<file path="src/rtl/sdram_rd_arbiter.sv">
// rtl/sdram_rd_arbiter.sv - two-master round-robin burst arbiter for a shared AXI-style read port
module sdram_rd_arbiter #(
    parameter int DW    = 32,
    parameter int AW    = 32,
    parameter int BURST = 32,
    parameter int CW    = $clog2(BURST + 1)
) (
    input  logic          clk,
    input  logic          rst,
    input  logic [AW-1:0] araddr_0,
    input  logic [AW-1:0] araddr_1,
    input  logic [1:0]    arburst_0,
    input  logic [1:0]    arburst_1,
    input  logic          arvalid_0,
    input  logic          arvalid_1,
    output logic          arready_0,
    output logic          arready_1,
    output logic [DW-1:0] rdata_0,
    output logic [DW-1:0] rdata_1,
    output logic          rvalid_0,
    output logic          rvalid_1,
    output logic          rlast_0,
    output logic          rlast_1,
    output logic [AW-1:0] araddr_s,
    output logic [1:0]    arburst_s,
    output logic          arvalid_s,
    input  logic          arready_s,
    input  logic [DW-1:0] rdata_s,
    input  logic          rvalid_s,
    input  logic          rlast_s,
    output logic          grant,
    output logic          busy,
    output logic          len_err
);

    typedef enum logic [1:0] {
        S_IDLE = 2'd0,
        S_ADDR = 2'd1,
        S_DATA = 2'd2
    } state_t;

    state_t        state_q, state_d;
    logic          grant_q, grant_d;
    logic          prio_q, prio_d;
    logic [CW-1:0] cnt_q, cnt_d;
    logic          len_err_q, len_err_d;

    // One extra bit so the beat number never wraps, whatever BURST is.
    logic [CW:0]   beat_num;
    assign beat_num = {1'b0, cnt_q} + (CW+1)'(1);

    always_ff @(posedge clk) begin
        if (rst) begin
            state_q   <= S_IDLE;
            grant_q   <= 1'b0;
            prio_q    <= 1'b0;
            cnt_q     <= '0;
            len_err_q <= 1'b0;
        end else begin
            state_q   <= state_d;
            grant_q   <= grant_d;
            prio_q    <= prio_d;
            cnt_q     <= cnt_d;
            len_err_q <= len_err_d;
        end
    end

    always_comb begin
        state_d   = state_q;
        grant_d   = grant_q;
        prio_d    = prio_q;
        cnt_d     = cnt_q;
        len_err_d = len_err_q;
        case (state_q)
            S_IDLE: begin
                if (arvalid_0 | arvalid_1) begin
                    grant_d = (arvalid_0 & arvalid_1) ? prio_q : arvalid_1;
                    state_d = S_ADDR;
                end
                if (rvalid_s) len_err_d = 1'b1;
            end
            S_ADDR: begin
                if (arready_s) begin
                    cnt_d   = '0;
                    state_d = S_DATA;
                end
                if (rvalid_s) len_err_d = 1'b1;
            end
            S_DATA: begin
                if (rvalid_s) begin
                    if (cnt_q != CW'(BURST)) cnt_d = beat_num[CW-1:0];
                    if (rlast_s) begin
                        if (beat_num != (CW+1)'(BURST)) len_err_d = 1'b1;
                        prio_d  = ~grant_q;
                        state_d = S_IDLE;
                    end else if (beat_num >= (CW+1)'(BURST)) begin
                        len_err_d = 1'b1;
                    end
                end
            end
            default: state_d = S_IDLE;
        endcase
    end

    logic in_addr, in_data;
    assign in_addr = (state_q == S_ADDR);
    assign in_data = (state_q == S_DATA);

    assign araddr_s  = grant_q ? araddr_1  : araddr_0;
    assign arburst_s = grant_q ? arburst_1 : arburst_0;
    assign arvalid_s = in_addr;
    assign arready_0 = in_addr & ~grant_q & arready_s;
    assign arready_1 = in_addr &  grant_q & arready_s;

    // Read data fans out unconditionally; only the qualifiers are routed.
    assign rdata_0  = rdata_s;
    assign rdata_1  = rdata_s;
    assign rvalid_0 = in_data & ~grant_q & rvalid_s;
    assign rvalid_1 = in_data &  grant_q & rvalid_s;
    assign rlast_0  = in_data & ~grant_q & rlast_s;
    assign rlast_1  = in_data &  grant_q & rlast_s;

    assign grant   = grant_q;
    assign busy    = (state_q != S_IDLE);
    assign len_err = len_err_q;

endmodule

</file>
<file path="config.mk">
export PLATFORM = sky130hd
export DESIGN_NAME = sdram_rd_arbiter
export DESIGN_NICKNAME = d
export VERILOG_FILES = /design/src/rtl/sdram_rd_arbiter.sv
export SDC_FILE = /design/constraint.sdc
export NUM_CORES = 1
export LEC_CHECK = 0
export BUFFER_PORTS_ARGS = -buffer_cell sky130_fd_sc_hd__buf_2
export CORE_AREA = 2 2 82 84
export CTS_CLUSTER_DIAMETER = 50
export DETAILED_ROUTE_END_ITERATION = 10
export DIE_AREA = 0 0 84 86
export GPL_TIMING_DRIVEN = 0
export PLACE_DENSITY = 0.66
export SLEW_MARGIN = 10
export SYNTH_ARGS = -nofsm -noshare
export SYNTH_HDL_FRONTEND = slang
export SYNTH_SLANG_ARGS = --single-unit
</file>
<file path="constraint.sdc">
create_clock -name clk -period 3.85 [get_ports clk]
set_input_delay 0.5775 -clock clk [delete_from_list [all_inputs] [get_ports clk]]
set_output_delay 0.5775 -clock clk [all_outputs]
set_load 0.03 [all_outputs]
</file>
# --- Word-level counts from Yosys, hierarchy flattened ---
# Cells that the tools add are included.
word_totals:
  out_inout_bits: 108
  wordCells: 60
  register_bits: 11
classes:
  muxes: 18
  n_addsub: 1
  eq_ne: 12
  order_cmp: 1
  bitwise: 13
  n_reduce_logical: 10
ops:
  columns: ["cell", "n"]
  rows:
  - ["32-bit 2-to-1 mux", 1]
  - ["6-bit 2-to-1 mux", 3]
  - ["6-bit one-hot mux with 2 select lines", 1]
  - ["1-bit AND", 11]
  - ["2-bit 2-to-1 mux", 5]
  - ["2-bit inequality test (second input constant)", 4]
  - ["4-bit AND reduction", 2]
  - ["6-bit by 1-bit adder with 7-bit output (second input constant)", 1]
  - ["7-bit by 6-bit greater-or-equal comparator with 1-bit output (second input constant)", 1]
  - ["7-bit by 6-bit inequality test with 1-bit output (second input constant)", 1]
  - ["1-bit 2-to-1 mux", 6]
  - ["3-bit by 2-bit inequality test with 1-bit output (second input constant)", 2]
  - ["6-bit inequality test (second input constant)", 1]
  - ["2-bit one-hot mux with 3 select lines", 1]
  - ["2-bit nonzero test", 3]
  - ["5-bit AND reduction", 1]
  - ["2-bit by 1-bit inequality test with 1-bit output (second input constant)", 2]
  - ["3-bit AND reduction", 1]
  - ["2-bit by 1-bit == test with 1-bit output (second input constant)", 1]
  - ["2-bit == test (second input constant)", 1]
  - ["2-bit zero test", 1]
  - ["1-bit one-hot mux with 2 select lines", 1]
  - ["2-bit AND reduction", 1]
  - ["2-bit OR reduction", 1]
  - ["2 further kinds", 2]

# --- Depth between registers and ports, before layout ---
depth:
  depth_word: 6
  ltp_mapped: 5
  ltp_nobuf: 5

# --- Worst setup path before layout ---
# OpenSTA, ideal clock, no wires.
synth_path:
  kind: "reg-to-output"
  startpoint: "register state_q[0]"
  endpoint: "output port arready_0"
  required_ns: 3.273
  path_slack_ns: 1.603
  arrival_time_ns: 1.670
  path_stages_with_launch: 4
  path_buffers: 0
  cell_sequence: "dfxtp_1 -> nor2b_1 -> nand2_1 -> nor2_1"
synth_via:
  elab_chain_cells: 3
synth_rtl:
  columns: ["element", "line_no", "source"]
  rows:
  - ["from (decl)", "42", "state_t state_q, state_d;"]
  - ["from (signal assigned)", "60", "state_q <= state_d;"]
  - ["2-bit by 1-bit == test with 1-bit output", "106", "assign in_addr = (state_q == S_ADDR);"]
  - ["via arvalid_s", "26", "output logic arvalid_s,"]
  - ["1-bit AND (2 in a row)", "112", "assign arready_0 = in_addr & ~grant_q & arready_s;"]
  - ["to (decl)", "16", "output logic arready_0,"]
# The timed path passes the listed nets, and every way through them passes these cells.

# --- Worst setup path after layout ---
layout_path:
  startpoint: "register grant_q (netlist: grant)"
  endpoint: "output port araddr_s[3]"
layout_via:
  elab_chain_cells: 1
layout_rtl:
  columns: ["element", "line_no", "source"]
  rows:
  - ["from (decl)", "43", "logic grant_q, grant_d;"]
  - ["from (signal assigned)", "61", "grant_q <= grant_d;"]
  - ["32-bit 2-to-1 mux", "109", "assign araddr_s = grant_q ? araddr_1 : araddr_0;"]
  - ["to (decl)", "24", "output logic [AW-1:0] araddr_s,"]
# Every way passes these cells.

==> impl_metrics.py <==
metrics = {
    "detailed_routing": {
        "vias": 1888,
        "wirelength_mm": 5.40,
        "dr.pass1.iters": 4,
        "vias_per_cell": 4.19,
        "remaining_drc_errors": 0,
        "antenna_left": 0,
        "post_drt_wl_per_cell_um": 12.0,
        "drt_iter0_drc": 21,
    },
    "floorplan": {
        "die_area_um2": 7220,
        "die_y_um": 86,
        "coreArea_um2": 6280,
        "rows": 29,
        "ioPinCount": 215,
        "initial_utilization_pct": 24.3,
        "fp.dieW_um": 84,
    },
    "synth": {
        "synth-seq-cells": 11,
        "synth_edf_count": 0,
        "yosys.area.top_type": "buf_4",
        "postSynthAreaPerCell_um2": 8.12,
        "ys.flop_type": "dfxtp_1",
        "netlist_top_cells_area": "buf_4, mux2_2, dfxtp_1",
        "seq_area_frac_synth_pct": 14.4,
        "synth_top_area_share_pct": 31.5,
        "synth_cells": 188,
        "syn_nets": 297,
        "yosysWarnings": 0,
        "synth.distinct_cells": 31,
        "synth_area_um2": 1530,
        "synthArstFlopShare_pct": 0,
    },
    "pwr": {
        "leakagePower_nw": 1.41,
        "vdd_drop_max_v": 0.000115,
        "power.density_nw_per_um2": 238,
    },
    "min_path": {
        "hold_path_depth": 2,
        "hold_class": "register to register",
    },
    "timing": {
        "timing.fmax_mhz": 407,
        "fin_crit_ns": 2.46,
        "skew_ns": 0.00177,
        "hold_viol_final": 0,
        "worstMarginPinSlew_ns": 0.530,
        "rsz0062_at_grt": "no",
        "setup_viol": 0,
        "setup_tns_ns": 0,
        "finalCritPeriodShare_pct": 63.8,
        "slew_violations": 0,
        "slew_headroom_pct": 64.7,
    },
    "setup_path": {
        "critPathKind": "register to primary output",
        "cp-start-kind": "register",
        "cp_slowest_cell": "clkbuf_1",
        "critical_path.max_stage_delay_ns": 0.46,
        "path_cells": "clkbuf_1 > clkbuf_1 > mux2_2 > buf_2",
        "cp-end-kind": "primary output",
        "worstPathRequired_ns": 3.27,
        "worstPathArrival_ns": 1.88,
        "reg2reg_depth": 4,
        "cp_max_fo": 10,
        "r2r_setup_slack_ns": 2.35,
        "cp_common_cell": "clkbuf_1",
    },
    "global_route": {
        "grt_pass1_vias": 1735,
        "grt_max_degree": 11,
        "grt_antenna_before_repair": 0,
        "grt_pass1_wl_mm": 7.90,
        "gr-total-overflow": 0,
        "track_usage_pct": 13.4,
    },
    "layout": {
        "final_area_um2": 2580,
        "n_fill_cell": 663,
        "area_growth_pct": 68.9,
        "final_nets": 484,
        "mostFrequentLayoutCells": "buf_2, buf_4, mux2_2",
        "final_common_cell": "buf_2",
        "n_antenna_cell": 0,
        "final_core_util_pct": 41.1,
        "drive_gt1_share_pct": 75.9,
    },
    "clock_tree": {
        "clock_path_buffers": 2,
        "cts-root-buf": "clkbuf_8",
        "cts_made_buffers": 3,
        "cts_tree": "yes",
        "cts_sinks": 11,
        "worstSkewPairLatency_ns": 0.25,
        "path_clk_slew_ns": 0.05,
        "cts_hold_buf": 0,
        "ctsResizeCount": 0,
        "post_cts_buffers": 0,
        "cts-htree-levels": 1,
    },
    "job": {
        "cap_violations": 0,
    },
    "place": {
        "hpwlAfterDp_mm": 4.75,
        "gp_routability_congestion": 0.819,
        "place_area_um2": 2530,
        "port_buffers": 182,
    },
    "status": {
        "outcome": "completed",
    },
}
[state kept, by name, indices dropped and copies added, names as in the netlist]
register  flops
state_q       2
cnt_q         6
prio_q        1
len_err       1
grant         1
[path summary, 6_finish.rpt]
path / startpoint / endpoint
worst max-delay path: grant / araddr_s[3]
worst min-delay path: prio_q / prio_q
worst max register to register: cnt_q[5] / cnt_q[2]
worst min register to register: prio_q / prio_q
[stage by stage]
stage	power [mW]	worst slack, ns	hold slack (ns)	instances
3_5_place_dp	0.497	1.62	0.512	447
5_1_grt	0.641	1.25	0.537	451
6_report	0.614	1.39	0.513	451
3_3_place_gp	0.494	1.64	0.504	447
2_1_floorplan	0.387	1.60	0.488	188
4_1_cts	0.619	1.35	0.514	451
[power by group]
group	leakage [nW]	switching [mW]	internal, mW	total [mW]
sequential	0.0895	0.00491	0.118	0.123
clock	0.0228	0.0487	0.0732	0.122
combinational	1.30	0.219	0.150	0.369
[cells in the mapped netlist (3+ instances only)]
cell type and number:
a21oi_1 9, a311oi_1 3, a31oi_1 3, and3_1 3, buf_4 64, clkbuf_1 7, dfxtp_1 11, inv_1 4
mux2_2 34, nand2_1 10, nand3_1 7, nor2_1 7, nor3_1 3
[area by class of cell]
class	instances	area [µm²]	share of cell area (%)
multi-input cells	102	785	30.4
plain buffers	71	507	19.7
clock buffers	4	45.0	1.75
repair buffers	182	911	35.3
flip-flops and latches	11	220	8.54
inverters	4	15.0	0.582
well taps	77	96.3	3.74
[metal layers]
metal	up-vias	GRT usage, %	part of all wire [%]
met3	4	4.91	13
met4	0	4.84	1.1
met2	109	24.6	52
met5	-	0	0
li1	961	-	-
met1	814	14.0	35
[cells by family after synthesis]
| group | share of synthesized area, % |
|---|---|
| multiplexers | 25.1 |
| AO/OA/AOI/OAI | 10.2 |
| adder cells (fa/ha/maj) | 1.64 |
| buffers and inverters | 34.2 |
| AND/OR/NAND/NOR | 14.4 |
| flip-flops | 14.4 |
[critical path: cells and delay by family, from the launching register on]
kind,cells,cell delay [ns]
mux,1,0.42
buf+inv,3,0.89
flops,1,0.32
Note: power is estimated with default switching activity, not from simulation.
